--- config.mk ---
export PLATFORM = sky130hd
export DESIGN_NAME = video_timing
export DESIGN_NICKNAME = d
export VERILOG_FILES = /design/src/rtl/video_timing.sv
export SDC_FILE = /design/constraint.sdc
export NUM_CORES = 1
export LEC_CHECK = 0
export CORE_MARGIN = 5
export CORE_UTILIZATION = 57
export CTS_CLUSTER_DIAMETER = 40
export DETAILED_ROUTE_END_ITERATION = 6
export PLACE_DENSITY = 0.84
export SKIP_LAST_GASP = 1
export SYNTH_ARGS = -nofsm -noshare
export SYNTH_HDL_FRONTEND = slang
export SYNTH_SLANG_ARGS = --single-unit
--- constraint.sdc ---
create_clock -name clk -period 5.1 [get_ports clk]
set_input_delay 1.02 -clock clk [delete_from_list [all_inputs] [get_ports clk]]
set_output_delay 1.02 -clock clk [all_outputs]
set_load 0.01 [all_outputs]
--- src/rtl/video_timing.sv ---
// Raster timing generator with a small CPU register window (status, control, raster, frame counter).
// Latency: counters and flags update on each clk edge; syncs, visible and dout are combinational; irq lags flags by one clk.
// Backpressure: none; the CPU bus is single-cycle with no wait states, and cs=0 leaves all state untouched.
//
// Ports:
//   clk, reset          : clock, asynchronous active-high reset
//   cs, rw, addr, di    : CPU bus select, 1=write/0=read, register index, write data
//   dout                : read data (0x00 unless cs=1 and rw=0)
//   hpos, vpos          : current pixel column / line
//   hsync, vsync,
//   visible, irq        : active-high timing strobes and interrupt request
//
// Build option: define VIDEO_TIMING_RASTER_IRQ_EN to enable the RASTER compare
// register, the RSF status flag and the RSIE interrupt enable.
module video_timing #(
  parameter int H_VISIBLE = 160,
  parameter int H_FP      = 4,
  parameter int H_SYNC    = 24,
  parameter int H_BP      = 12,
  parameter int V_VISIBLE = 120,
  parameter int V_FP      = 1,
  parameter int V_SYNC    = 2,
  parameter int V_BP      = 3
) (
  input  logic       clk,
  input  logic       reset,
  input  logic       cs,
  input  logic       rw,
  input  logic [2:0] addr,
  input  logic [7:0] di,
  output logic [7:0] dout,
  output logic [7:0] hpos,
  output logic [6:0] vpos,
  output logic       hsync,
  output logic       vsync,
  output logic       visible,
  output logic       irq
);

  localparam int H_TOTAL = H_VISIBLE + H_FP + H_SYNC + H_BP;
  localparam int V_TOTAL = V_VISIBLE + V_FP + V_SYNC + V_BP;

  // One extra bit on the compare constants so a sync ending exactly at the
  // last column/line does not truncate to zero.
  localparam logic [8:0] H_VIS9 = 9'(H_VISIBLE);
  localparam logic [8:0] HS_BEG = 9'(H_VISIBLE + H_FP);
  localparam logic [8:0] HS_END = 9'(H_VISIBLE + H_FP + H_SYNC);
  localparam logic [7:0] H_LAST = 8'(H_TOTAL - 1);
  localparam logic [7:0] V_VIS8 = 8'(V_VISIBLE);
  localparam logic [7:0] VS_BEG = 8'(V_VISIBLE + V_FP);
  localparam logic [7:0] VS_END = 8'(V_VISIBLE + V_FP + V_SYNC);
  localparam logic [6:0] V_VIS7 = 7'(V_VISIBLE);
  localparam logic [6:0] V_LAST = 7'(V_TOTAL - 1);

  logic        h_wrap;
  logic [7:0]  hpos_nxt;
  logic [6:0]  vpos_nxt;
  logic        vblank_evt;
  logic        live;
  logic        wr_en;
  logic        rd_en;
  logic        vbf;
  logic        vbie;
  logic        rsf;
  logic        rsie;
  logic [6:0]  raster;
  logic [15:0] frame;
  logic [7:0]  frame_hi;
  logic [7:0]  rd_val;
  logic        unused_di;

  assign h_wrap   = (hpos == H_LAST);
  assign hpos_nxt = h_wrap ? 8'd0 : hpos + 8'd1;
  assign vpos_nxt = !h_wrap          ? vpos :
                    (vpos == V_LAST) ? 7'd0 : vpos + 7'd1;

  // Edge on which the counters land on (0, V_VISIBLE): start of vertical blank.
  assign vblank_evt = h_wrap && (vpos_nxt == V_VIS7);

  assign hsync   = ({1'b0, hpos} >= HS_BEG) && ({1'b0, hpos} < HS_END);
  assign vsync   = ({1'b0, vpos} >= VS_BEG) && ({1'b0, vpos} < VS_END);
  assign visible = ({1'b0, hpos} < H_VIS9) && ({1'b0, vpos} < V_VIS8);
  assign live    = ({1'b0, vpos} >= V_VIS8);

  assign wr_en = cs & rw;
  assign rd_en = cs & ~rw;

  // Data bits that no register keeps.
  assign unused_di = ^di[7:2];

  always_ff @(posedge clk or posedge reset) begin
    if (reset) begin
      hpos     <= 8'd0;
      vpos     <= 7'd0;
      vbf      <= 1'b0;
      vbie     <= 1'b0;
      frame    <= 16'd0;
      frame_hi <= 8'd0;
      irq      <= 1'b0;
    end else begin
      hpos <= hpos_nxt;
      vpos <= vpos_nxt;
      // Set has priority over a same-edge write-1-to-clear.
      if (vblank_evt)
        vbf <= 1'b1;
      else if (wr_en && addr == 3'd0 && di[0])
        vbf <= 1'b0;
      if (wr_en && addr == 3'd1)
        vbie <= di[0];
      if (vblank_evt)
        frame <= frame + 16'd1;
      // Reading the low byte freezes the high byte so a 16-bit read is coherent.
      if (rd_en && addr == 3'd4)
        frame_hi <= frame[15:8];
      irq <= (vbf & vbie) | (rsf & rsie);
    end
  end

`ifdef VIDEO_TIMING_RASTER_IRQ_EN
  logic raster_evt;
  assign raster_evt = h_wrap && (vpos_nxt == raster);

  always_ff @(posedge clk or posedge reset) begin
    if (reset) begin
      rsf    <= 1'b0;
      rsie   <= 1'b0;
      raster <= 7'd0;
    end else begin
      if (raster_evt)
        rsf <= 1'b1;
      else if (wr_en && addr == 3'd0 && di[1])
        rsf <= 1'b0;
      if (wr_en && addr == 3'd1)
        rsie <= di[1];
      if (wr_en && addr == 3'd2)
        raster <= di[6:0];
    end
  end
`else
  assign rsf    = 1'b0;
  assign rsie   = 1'b0;
  assign raster = 7'd0;
`endif

  always_comb begin
    rd_val = 8'h00;
    case (addr)
      3'd0:    rd_val = {live, 5'b00000, rsf, vbf};
      3'd1:    rd_val = {6'b000000, rsie, vbie};
      3'd2:    rd_val = {1'b0, raster};
      3'd3:    rd_val = {1'b0, vpos};
      3'd4:    rd_val = frame[7:0];
      3'd5:    rd_val = frame_hi;
      default: rd_val = 8'h00;
    endcase
  end

  assign dout = rd_en ? rd_val : 8'h00;

endmodule

==> results.py, run 1 <==
metrics = {
    "timing": {
        "hold_viol": 0,
        "rsz0062_at_grt": "no",
        "period_share": 0.8251,
        "setup_viol": 0,
        "clock.fmax_mhz": 237.6,
        "fin_ws_ps": 892.1,
        "slew_headroom": 0.2634,
        "worstMarginPinSlew_ps": 1100,
        "clock_skew_ps": 5.326,
        "setup_tns_ps": 0,
        "min_period_ps": 4208,
        "slew_viol_final": 0,
    },
    "floorplan": {
        "coreArea_um2": 4029,
        "row_count": 23,
        "initial_core_util": 0.5957,
        "pin_count": 42,
        "dieArea_um2": 5608,
        "fp.dieH_um": 74.89,
        "fp.dieW_um": 74.89,
    },
    "layout": {
        "fin_util": 0.7165,
        "drive_gt1_frac": 0.1718,
        "final_nets": 282,
        "syn_to_final_growth_pct": 20.28,
        "fin_cells": 312,
        "antenna_cells": 0,
    },
    "synthesis": {
        "synth_top_cell_by_area": "dfrtp_1",
        "syn-num-nets": 248,
        "synthTopCellsByArea": "dfrtp_1 (44%), mux2_2 (8.0%), xnor2_1 (6.6%)",
        "netlist_instances": 227,
        "synth_most_common_cell": "dfrtp_1",
        "ys_async_sr_fraction": 1.000,
        "synth_edf_count": 0,
        "synth_commonest_cells": "dfrtp_1 (42), and3_1 (19), xnor2_1 (18), mux2_2 (17), nor2_1 (16)",
        "ys_warn_count": 0,
        "synth_top_area_frac": 0.4380,
        "synth-main-ff-cell": "dfrtp_1",
        "avgSynthCellArea_um2": 10.57,
        "netlist_area_um2": 2400,
        "ys_types": 42,
        "seq_area_frac_synth": 0.4380,
        "synth-seq-cells": 42,
    },
    "status": {
        "outcome": "finished, final reports clean",
    },
    "grt": {
        "grt_usage": 0.2104,
        "grt_pass1_wl_mm": 9.011,
        "grt_pass1_vias": 1829,
        "grt_max_degree": 43,
        "overflow": 0,
        "antenna_found_initial": 0,
    },
    "detailed_routing": {
        "wire_per_inst_um": 17.08,
        "routed_wl_mm": 5.330,
        "dr.pass1.iters": 4,
        "route.vias.total": 1823,
        "vias_per_cell": 5.843,
        "final_antenna_net_count": 0,
        "drc": 0,
        "drt_iter0_drc": 191,
    },
    "clocking": {
        "root_buffer": "clkbuf_8",
        "post_cts_resized": 0,
        "h-tree-depth": 2,
        "cts_made_buffers": 5,
        "clock_path_buffers": 2,
        "post-cts-setup-buffers": 0,
        "cts_tree": "built",
        "path_clk_slew_ps": 80,
        "ctsHoldBuffers": 0,
        "worstSkewPairLatency_ps": 300,
        "cts_sinks": 42,
    },
    "worst_setup_path": {
        "cp_common_cell": "clkdlybuf4s50_1",
        "start_kind": "input pin",
        "slowest_stage": "clkdlybuf4s50_1",
        "cp_cell_sequence": "clkdlybuf4s50_1, inv_1, o21ai_0, nand3b_1, nor3_1, clkdlybuf4s50_1",
        "r2r_cells": 7,
        "required_ps": 4080,
        "r2r_setup_slack_ps": 2110,
        "crit_fanout": 15,
        "cp_data_arrival_time_ps": 3190,
        "max_stage_delay_ps": 850,
        "crit_type": "in2out",
        "reg2reg_to": "frame[1]$_DFFE_PP0P_",
        "cp-end-kind": "output port",
        "worstReg2RegStart": "hpos[0]$_DFF_PP0_",
        "crit_path_start": "addr[0]",
    },
    "placed_design": {
        "dp_slack_ps": 897.1,
        "io_buffer_count": 34,
        "finalWeightedCongestion": 0.8320,
        "post-place-cells": 304,
        "hpwl_mm": 3.685,
    },
    "power": {
        "p_per_area_nw_per_um2": 242.7,
        "p_leak_nw": 1.273,
        "ir_worst_vdd_mv": 0.2678,
    },
    "min_path": {
        "hold_end": "frame[15]$_DFFE_PP0P_",
        "min_path_cells": 1,
        "worstHoldStart": "frame[15]$_DFFE_PP0P_",
        "hp-class": "reg2reg",
    },
    "run": {
        "drv_cap": 0,
    },
}
-- critical path, delay by kind of cell --
kind,cells,cell delay (ps)
AND/OR/NAND/NOR,2,460
AO/OA/AOI/OAI,1,170
buffers and inverters,3,1530
-- logic make-up after synthesis --
family	count (synthesis)	synth area share
AND/OR/NAND/NOR	90	0.2289
flip-flops	42	0.4380
AO/OA/AOI/OAI	32	0.09228
XOR/XNOR	22	0.08029
multiplexers	18	0.08602
buffers and inverters	17	0.04327
adder cells (fa/ha/maj)	6	0.03128
-- routing by layer --
metal  vias to the layer above  track usage  wire (µm)
li1                        873            -          -
met4                         0      0.04743         48
met2                        49       0.3337       2540
met3                         5      0.04406        300
met5                         -            0          0
met1                       896       0.2979       2439
-- sequential cells by signal (all words and copies together) (netlist names) --
| signal | count |
|---|---|
| frame | 16 |
| hpos | 8 |
| vbie | 1 |
| frame_hi | 8 |
| vpos | 7 |
| irq | 1 |
| vbf | 1 |
-- worst max-delay path by stage --
stage,slack (ps),to
floorplan,2100,dout[6]
finish,890,dout[7]
CTS,900,dout[7]
global route,600,dout[7]
detailed placement,900,dout[7]
global placement,910,dout[7]
-- where the power goes --
group	internal, mW	leakage [nW]	switching, mW
Clock	0.209	0.0714	0.117
Combinational	0.0148	0.634	0.0189
Sequential	0.338	0.568	0.00309
-- final cells by class --
cell class | instances | area (µm²)
Multi-Input combinational cell | 168 | 1245
Tap cell | 50 | 62.56
Timing Repair Buffer | 36 | 355.3
Clock inverter | 2 | 60.06
Sequential cell | 42 | 1051
Clock buffer | 6 | 82.58
Inverter | 8 | 30.03
Fill cell | 329 | 1142
-- placed cells by master (no fill, tap or decap), drive strengths merged, types with 6 or more instances in the layout --
cell type	Yosys	routed
ha	6	6
nand3	21	21
o21ai	8	8
inv	8	8
dfrtp	42	42
a22oi	6	6
and3	19	19
nand2	14	14
nor2	16	16
mux2	18	18
clkdlybuf4s50	0	34
xnor2	18	18
clkbuf	2	6
-- per-stage QoR --
step | power (mW) | instance area [µm²] | hold slack (ps)
6_report | 0.7007 | 2887 | 477.0
5_1_grt | 0.7267 | 2887 | 501.5
4_1_cts | 0.7059 | 2887 | 477.5
3_5_place_dp | 0.3821 | 2744 | 462.5
3_3_place_gp | 0.3806 | 2744 | 458.1
2_1_floorplan | 0.3653 | 2400 | 440.0
Note: power is estimated with default switching activity, not from simulation.
==> inputs of run 2 (changes only) <==
- CORE_UTILIZATION: 57 -> 48
- PLACE_DENSITY: 0.84 -> 0.76
- clock period: 5.1 -> 3.7 ns (I/O delays scaled with it)
==> results.py, run 2 (synthesized netlist as in run 1, its figures left out) <==
metrics = {
    "floorplan": {
        "initial_core_util": 0.5014,
        "pin_count": 42,
        "fp.dieW_um": 80.71,
        "fp.dieH_um": 80.71,
        "row_count": 25,
        "dieArea_um2": 6513,
        "coreArea_um2": 4786,
    },
    "grt": {
        "grt_max_degree": 26,
        "grt_pass1_wl_mm": 8.776,
        "grt_usage": 0.1751,
        "grt_pass1_vias": 1810,
        "overflow": 0,
        "antenna_found_initial": 0,
    },
    "clocking": {
        "cts_made_buffers": 5,
        "h-tree-depth": 2,
        "cts_tree": "built",
        "cts_sinks": 42,
        "root_buffer": "clkbuf_8",
        "worstSkewPairLatency_ps": 290,
        "path_clk_slew_ps": 80,
        "clock_path_buffers": 2,
        "post_cts_resized": 0,
        "post-cts-setup-buffers": 0,
        "ctsHoldBuffers": 0,
    },
    "worst_setup_path": {
        "cp_top_family": "buffers and inverters",
        "cp_cell_sequence": "clkdlybuf4s50_1, inv_1, o21ai_0, nand3b_1, nor3_1, clkdlybuf4s50_1",
        "worst-path-buf-inv": 3,
        "cp-end-kind": "output port",
        "start_kind": "input pin",
        "max_stage_delay_ps": 630,
        "cp_data_arrival_time_ps": 2710,
        "cp_common_cell": "clkdlybuf4s50_1",
        "crit_type": "in2out",
        "slowest_stage": "clkdlybuf4s50_1",
        "crit_fanout": 8,
        "required_ps": 2960,
    },
    "detailed_routing": {
        "routed_wl_mm": 5.012,
        "dr.pass1.iters": 4,
        "drt_iter0_drc": 127,
        "route.vias.total": 1824,
        "wire_per_inst_um": 15.05,
        "drc": 0,
        "final_antenna_net_count": 0,
        "vias_per_cell": 5.477,
    },
    "power": {
        "finalPower_mw": 0.8224,
        "power_switching_mw": 0.1846,
        "p_per_area_nw_per_um2": 284.5,
        "power.internal_mw": 0.6377,
        "pwr-share-clk": 0.369,
        "comb_power_share": 0.059,
        "ir_worst_vdd_mv": 0.1907,
        "seq_power_share": 0.571,
        "power_switching_share": 0.2245,
        "p_leak_nw": 1.269,
    },
    "run": {
        "drv_cap": 0,
    },
    "timing": {
        "clock_skew_ps": 2.648,
        "min_period_ps": 3453,
        "setup_viol": 0,
        "clock.fmax_mhz": 289.6,
        "period_share": 0.9333,
        "hold_viol": 0,
        "rsz0062_at_grt": "no",
        "setup_tns_ps": 0,
        "whs_ps": 473.0,
        "slew_viol_final": 0,
        "worstMarginPinSlew_ps": 668.0,
        "slew_headroom": 0.5541,
    },
    "placed_design": {
        "post-place-cells": 325,
        "hpwl_mm": 3.653,
        "io_buffer_count": 34,
        "finalWeightedCongestion": 0.8701,
        "dpl-instance-area_um2": 2795,
    },
    "layout": {
        "reg_top3": "frame (16), frame_hi (8), hpos (8)",
        "final_common_cell": "dfrtp_1",
        "layout_common_cells": "dfrtp_1 (42), clkdlybuf4s50_1 (34), and3_1 (19), xnor2_1 (18), mux2_2 (17)",
        "syn_to_final_growth_pct": 20.44,
        "drive_gt1_frac": 0.1842,
        "fin_cells": 333,
        "antenna_cells": 0,
        "top_register": "frame",
        "largest_register_ffs": 16,
        "fin_area_um2": 2890,
        "final_nets": 286,
    },
    "min_path": {
        "hp-class": "reg2reg",
    },
    "status": {
        "outcome": "finished, final reports clean",
    },
}
-- run 2: cell count changes in the layout (fill, tap and decap cells not counted) --
cell | before | now
clkinv_2 | 0 | 1
clkinvlp_4 | 0 | 1
buf_4 | 2 | 6
bufinv_16 | 2 | 0
-- run 2: layout make-up --
class	instances	area, µm²
Fill cell	419	1896
Multi-Input combinational cell	168	1245
Sequential cell	42	1051
Timing Repair Buffer	40	385.4
Tap cell	67	83.83
Clock buffer	6	82.58
Inverter	8	30.03
Clock inverter	2	12.51
-- run 2: layer usage --
layer	global-route usage	wire length (µm)	vias to the layer above
met2	0.2839	2375	59
met1	0.2314	2338	882
met3	0.04372	263	2
met4	0.05236	36	0
li1	-	-	881
met5	0	0	-
-- run 2: through the flow --
stage / utilization / setup WS [ps]
finish: 0.6039 / 246.7
global route: 0.6039 / 104.0
floorplan: - / 1260
global placement: 0.5841 / 279.9
detailed placement: 0.5841 / 247.1
CTS: 0.6039 / 238.4
-- run 2: path summary, 6_finish.rpt --
path,startpoint,to,slack [ps],depth (start not counted)
min in group asynchronous,reset,hpos[1]$_DFF_PP0_,840,2
worst max register to register,hpos[0]$_DFF_PP0_,frame[1]$_DFFE_PP0P_,1220,8
worst min register to register,frame[15]$_DFFE_PP0P_,frame[15]$_DFFE_PP0P_,470,1
max in group asynchronous,reset,frame[7]$_DFFE_PP0P_,2100,3
worst max-delay path,addr[0],dout[7],250,6
worst min-delay path,frame[15]$_DFFE_PP0P_,frame[15]$_DFFE_PP0P_,470,1
-- run 2: power by group through the flow --
| stage | combinational, mW | sequential [mW] | clock [mW] |
|---|---|---|---|
| final | 0.0489 | 0.470 | 0.304 |
| after global routing | 0.0548 | 0.471 | 0.340 |
| after CTS | 0.0499 | 0.470 | 0.315 |
| after detailed placement | 0.0496 | 0.479 | 0 |
| after global placement | 0.0486 | 0.479 | 0 |
| after floorplan | 0.0247 | 0.479 | 0 |
==> inputs of run 3 (changes only) <==
--- a/config.mk
+++ b/config.mk
@@ -10,2 +10,3 @@
 export CTS_CLUSTER_DIAMETER = 40
+export CTS_CLUSTER_SIZE = 40
 export DETAILED_ROUTE_END_ITERATION = 6
--- a/constraint.sdc
+++ b/constraint.sdc
@@ -3,2 +3,2 @@
 set_output_delay 0.74 -clock clk [all_outputs]
-set_load 0.01 [all_outputs]
+set_load 0.005 [all_outputs]
==> results.py, run 3 (synthesized netlist as in run 1, its figures left out) <==
metrics = {
    "min_path": {
        "hp-class": "reg2reg",
    },
    "clocking": {
        "worstSkewPairLatency_ps": 300,
        "post_cts_resized": 0,
        "clock_path_buffers": 2,
        "root_buffer": "clkbuf_8",
        "ctsHoldBuffers": 0,
        "h-tree-depth": 2,
        "cts_made_buffers": 5,
        "cts_tree": "built",
        "cts_sinks": 42,
        "post-cts-setup-buffers": 0,
        "path_clk_slew_ps": 70,
    },
    "grt": {
        "grt_usage": 0.1684,
        "grt.busiest_layer": "met2",
        "overflow": 0,
        "antenna_found_initial": 0,
        "grt_use_met1": 0.2268,
        "met3_usage": 0.03475,
        "grt_pass1_wl_mm": 8.521,
        "grt_use_met2": 0.2550,
        "grt_pass1_vias": 1798,
        "grt_max_degree": 43,
    },
    "floorplan": {
        "row_count": 25,
        "fp.dieH_um": 80.71,
        "coreArea_um2": 4786,
        "dieArea_um2": 6513,
        "initial_core_util": 0.5014,
        "pin_count": 42,
        "fp.dieW_um": 80.71,
    },
    "worst_setup_path": {
        "crit_fanout": 9,
        "cp-end-kind": "output port",
        "start_kind": "input pin",
        "max_stage_delay_ps": 660,
        "required_ps": 2960,
        "cp_top_family": "buffers and inverters",
        "cp_cell_sequence": "clkdlybuf4s50_1, inv_1, o21ai_0, nand3b_1, nor3_1, clkdlybuf4s50_1",
        "cp_data_arrival_time_ps": 2740,
        "slowest_stage": "clkdlybuf4s50_1",
        "crit_type": "in2out",
        "worst-path-buf-inv": 3,
        "cp_common_cell": "clkdlybuf4s50_1",
    },
    "placed_design": {
        "finalWeightedCongestion": 0.8567,
        "hpwl_mm": 3.572,
        "io_buffer_count": 34,
    },
    "layout": {
        "final_common_cell": "dfrtp_1",
        "final_nets": 286,
        "antenna_cells": 0,
        "reg_top3": "frame (16), frame_hi (8), hpos (8)",
        "layout_common_cells": "dfrtp_1 (42), clkdlybuf4s50_1 (34), and3_1 (19), xnor2_1 (18), mux2_2 (17)",
        "top_register": "frame",
        "drive_gt1_frac": 0.1805,
        "nFillCells": 417,
        "syn_to_final_growth_pct": 20.28,
        "largest_register_ffs": 16,
    },
    "timing": {
        "slew_headroom": 0.6257,
        "worstMarginPinSlew_ps": 559.1,
        "period_share": 0.9395,
        "whs_ps": 480.6,
        "slew_viol_final": 0,
        "setup_tns_ps": 0,
        "clock.fmax_mhz": 287.7,
        "clock_skew_ps": 6.581,
        "rsz0062_at_grt": "no",
        "setup_viol": 0,
        "hold_viol": 0,
        "min_period_ps": 3476,
    },
    "run": {
        "drv_cap": 0,
    },
    "detailed_routing": {
        "vias_per_cell": 5.366,
        "routed_wl_mm": 4.859,
        "wire_per_inst_um": 14.59,
        "route.vias.total": 1787,
        "dr.pass1.iters": 4,
        "final_antenna_net_count": 0,
        "drt_iter0_drc": 100,
        "drc": 0,
    },
    "status": {
        "outcome": "finished, final reports clean",
    },
    "power": {
        "ir_worst_vdd_mv": 0.1513,
        "p_leak_nw": 1.270,
        "p_per_area_nw_per_um2": 284.1,
        "finalPower_mw": 0.8201,
    },
}
[run 3: area by class of cell]
class	instances	area, µm²	share of cell area
Inverter	8	30.03	0.01040
Multi-Input combinational cell	168	1245	0.4313
Timing Repair Buffer	40	385.4	0.1335
Clock buffer	7	86.33	0.02991
Sequential cell	42	1051	0.3641
Tap cell	67	83.83	0.02904
Clock inverter	1	5.005	0.001734
[run 3: routing by layer]
metal  routed length (µm)  up-vias
li1                     -      879
met1                 2332      864
met2                 2219       35
met3                  189        9
met4                  118        0
met5                    0        -
[run 3: worst reg2reg max path, cell delays in order (launching register included)]
cell and delay [ps]:
dfrtp_1 420, ha_1 250, and3b_1 330, nand4_1 160, xor2_1 200, nor4b_4 560, buf_4 300, nand3_1 110
xnor2_1 140
[run 3: worst paths after layout]
path,start,end,slack (ps),cells past startpoint
min in group asynchronous,reset,vpos[3]$_DFF_PP0_,870,3
max in group asynchronous,reset,frame[7]$_DFFE_PP0P_,2480,3
setup / recovery,addr[0],dout[7],220,6
hold / removal,frame[15]$_DFFE_PP0P_,frame[15]$_DFFE_PP0P_,480,1
setup reg to reg,hpos[0]$_DFF_PP0_,frame[2]$_DFFE_PP0P_,1110,8
hold reg to reg,frame[15]$_DFFE_PP0P_,frame[15]$_DFFE_PP0P_,480,1
[run 3: through the flow]
stage	setup WS, ps	area, µm²	instances	utilization
CTS	218.9	2887	333	0.6031
global route	116.2	2887	333	0.6031
finish	223.9	2887	333	0.6031
global placement	277.1	2795	325	0.5841
floorplan	1321	2400	227	-
detailed placement	231.1	2795	325	0.5841
[run 3: power breakdown]
group          leakage (nW)  switching (mW)  internal, mW
clock network        0.0482           0.152         0.150
logic                 0.654          0.0248        0.0223
registers             0.568         0.00461         0.466
total                  1.27           0.182         0.638
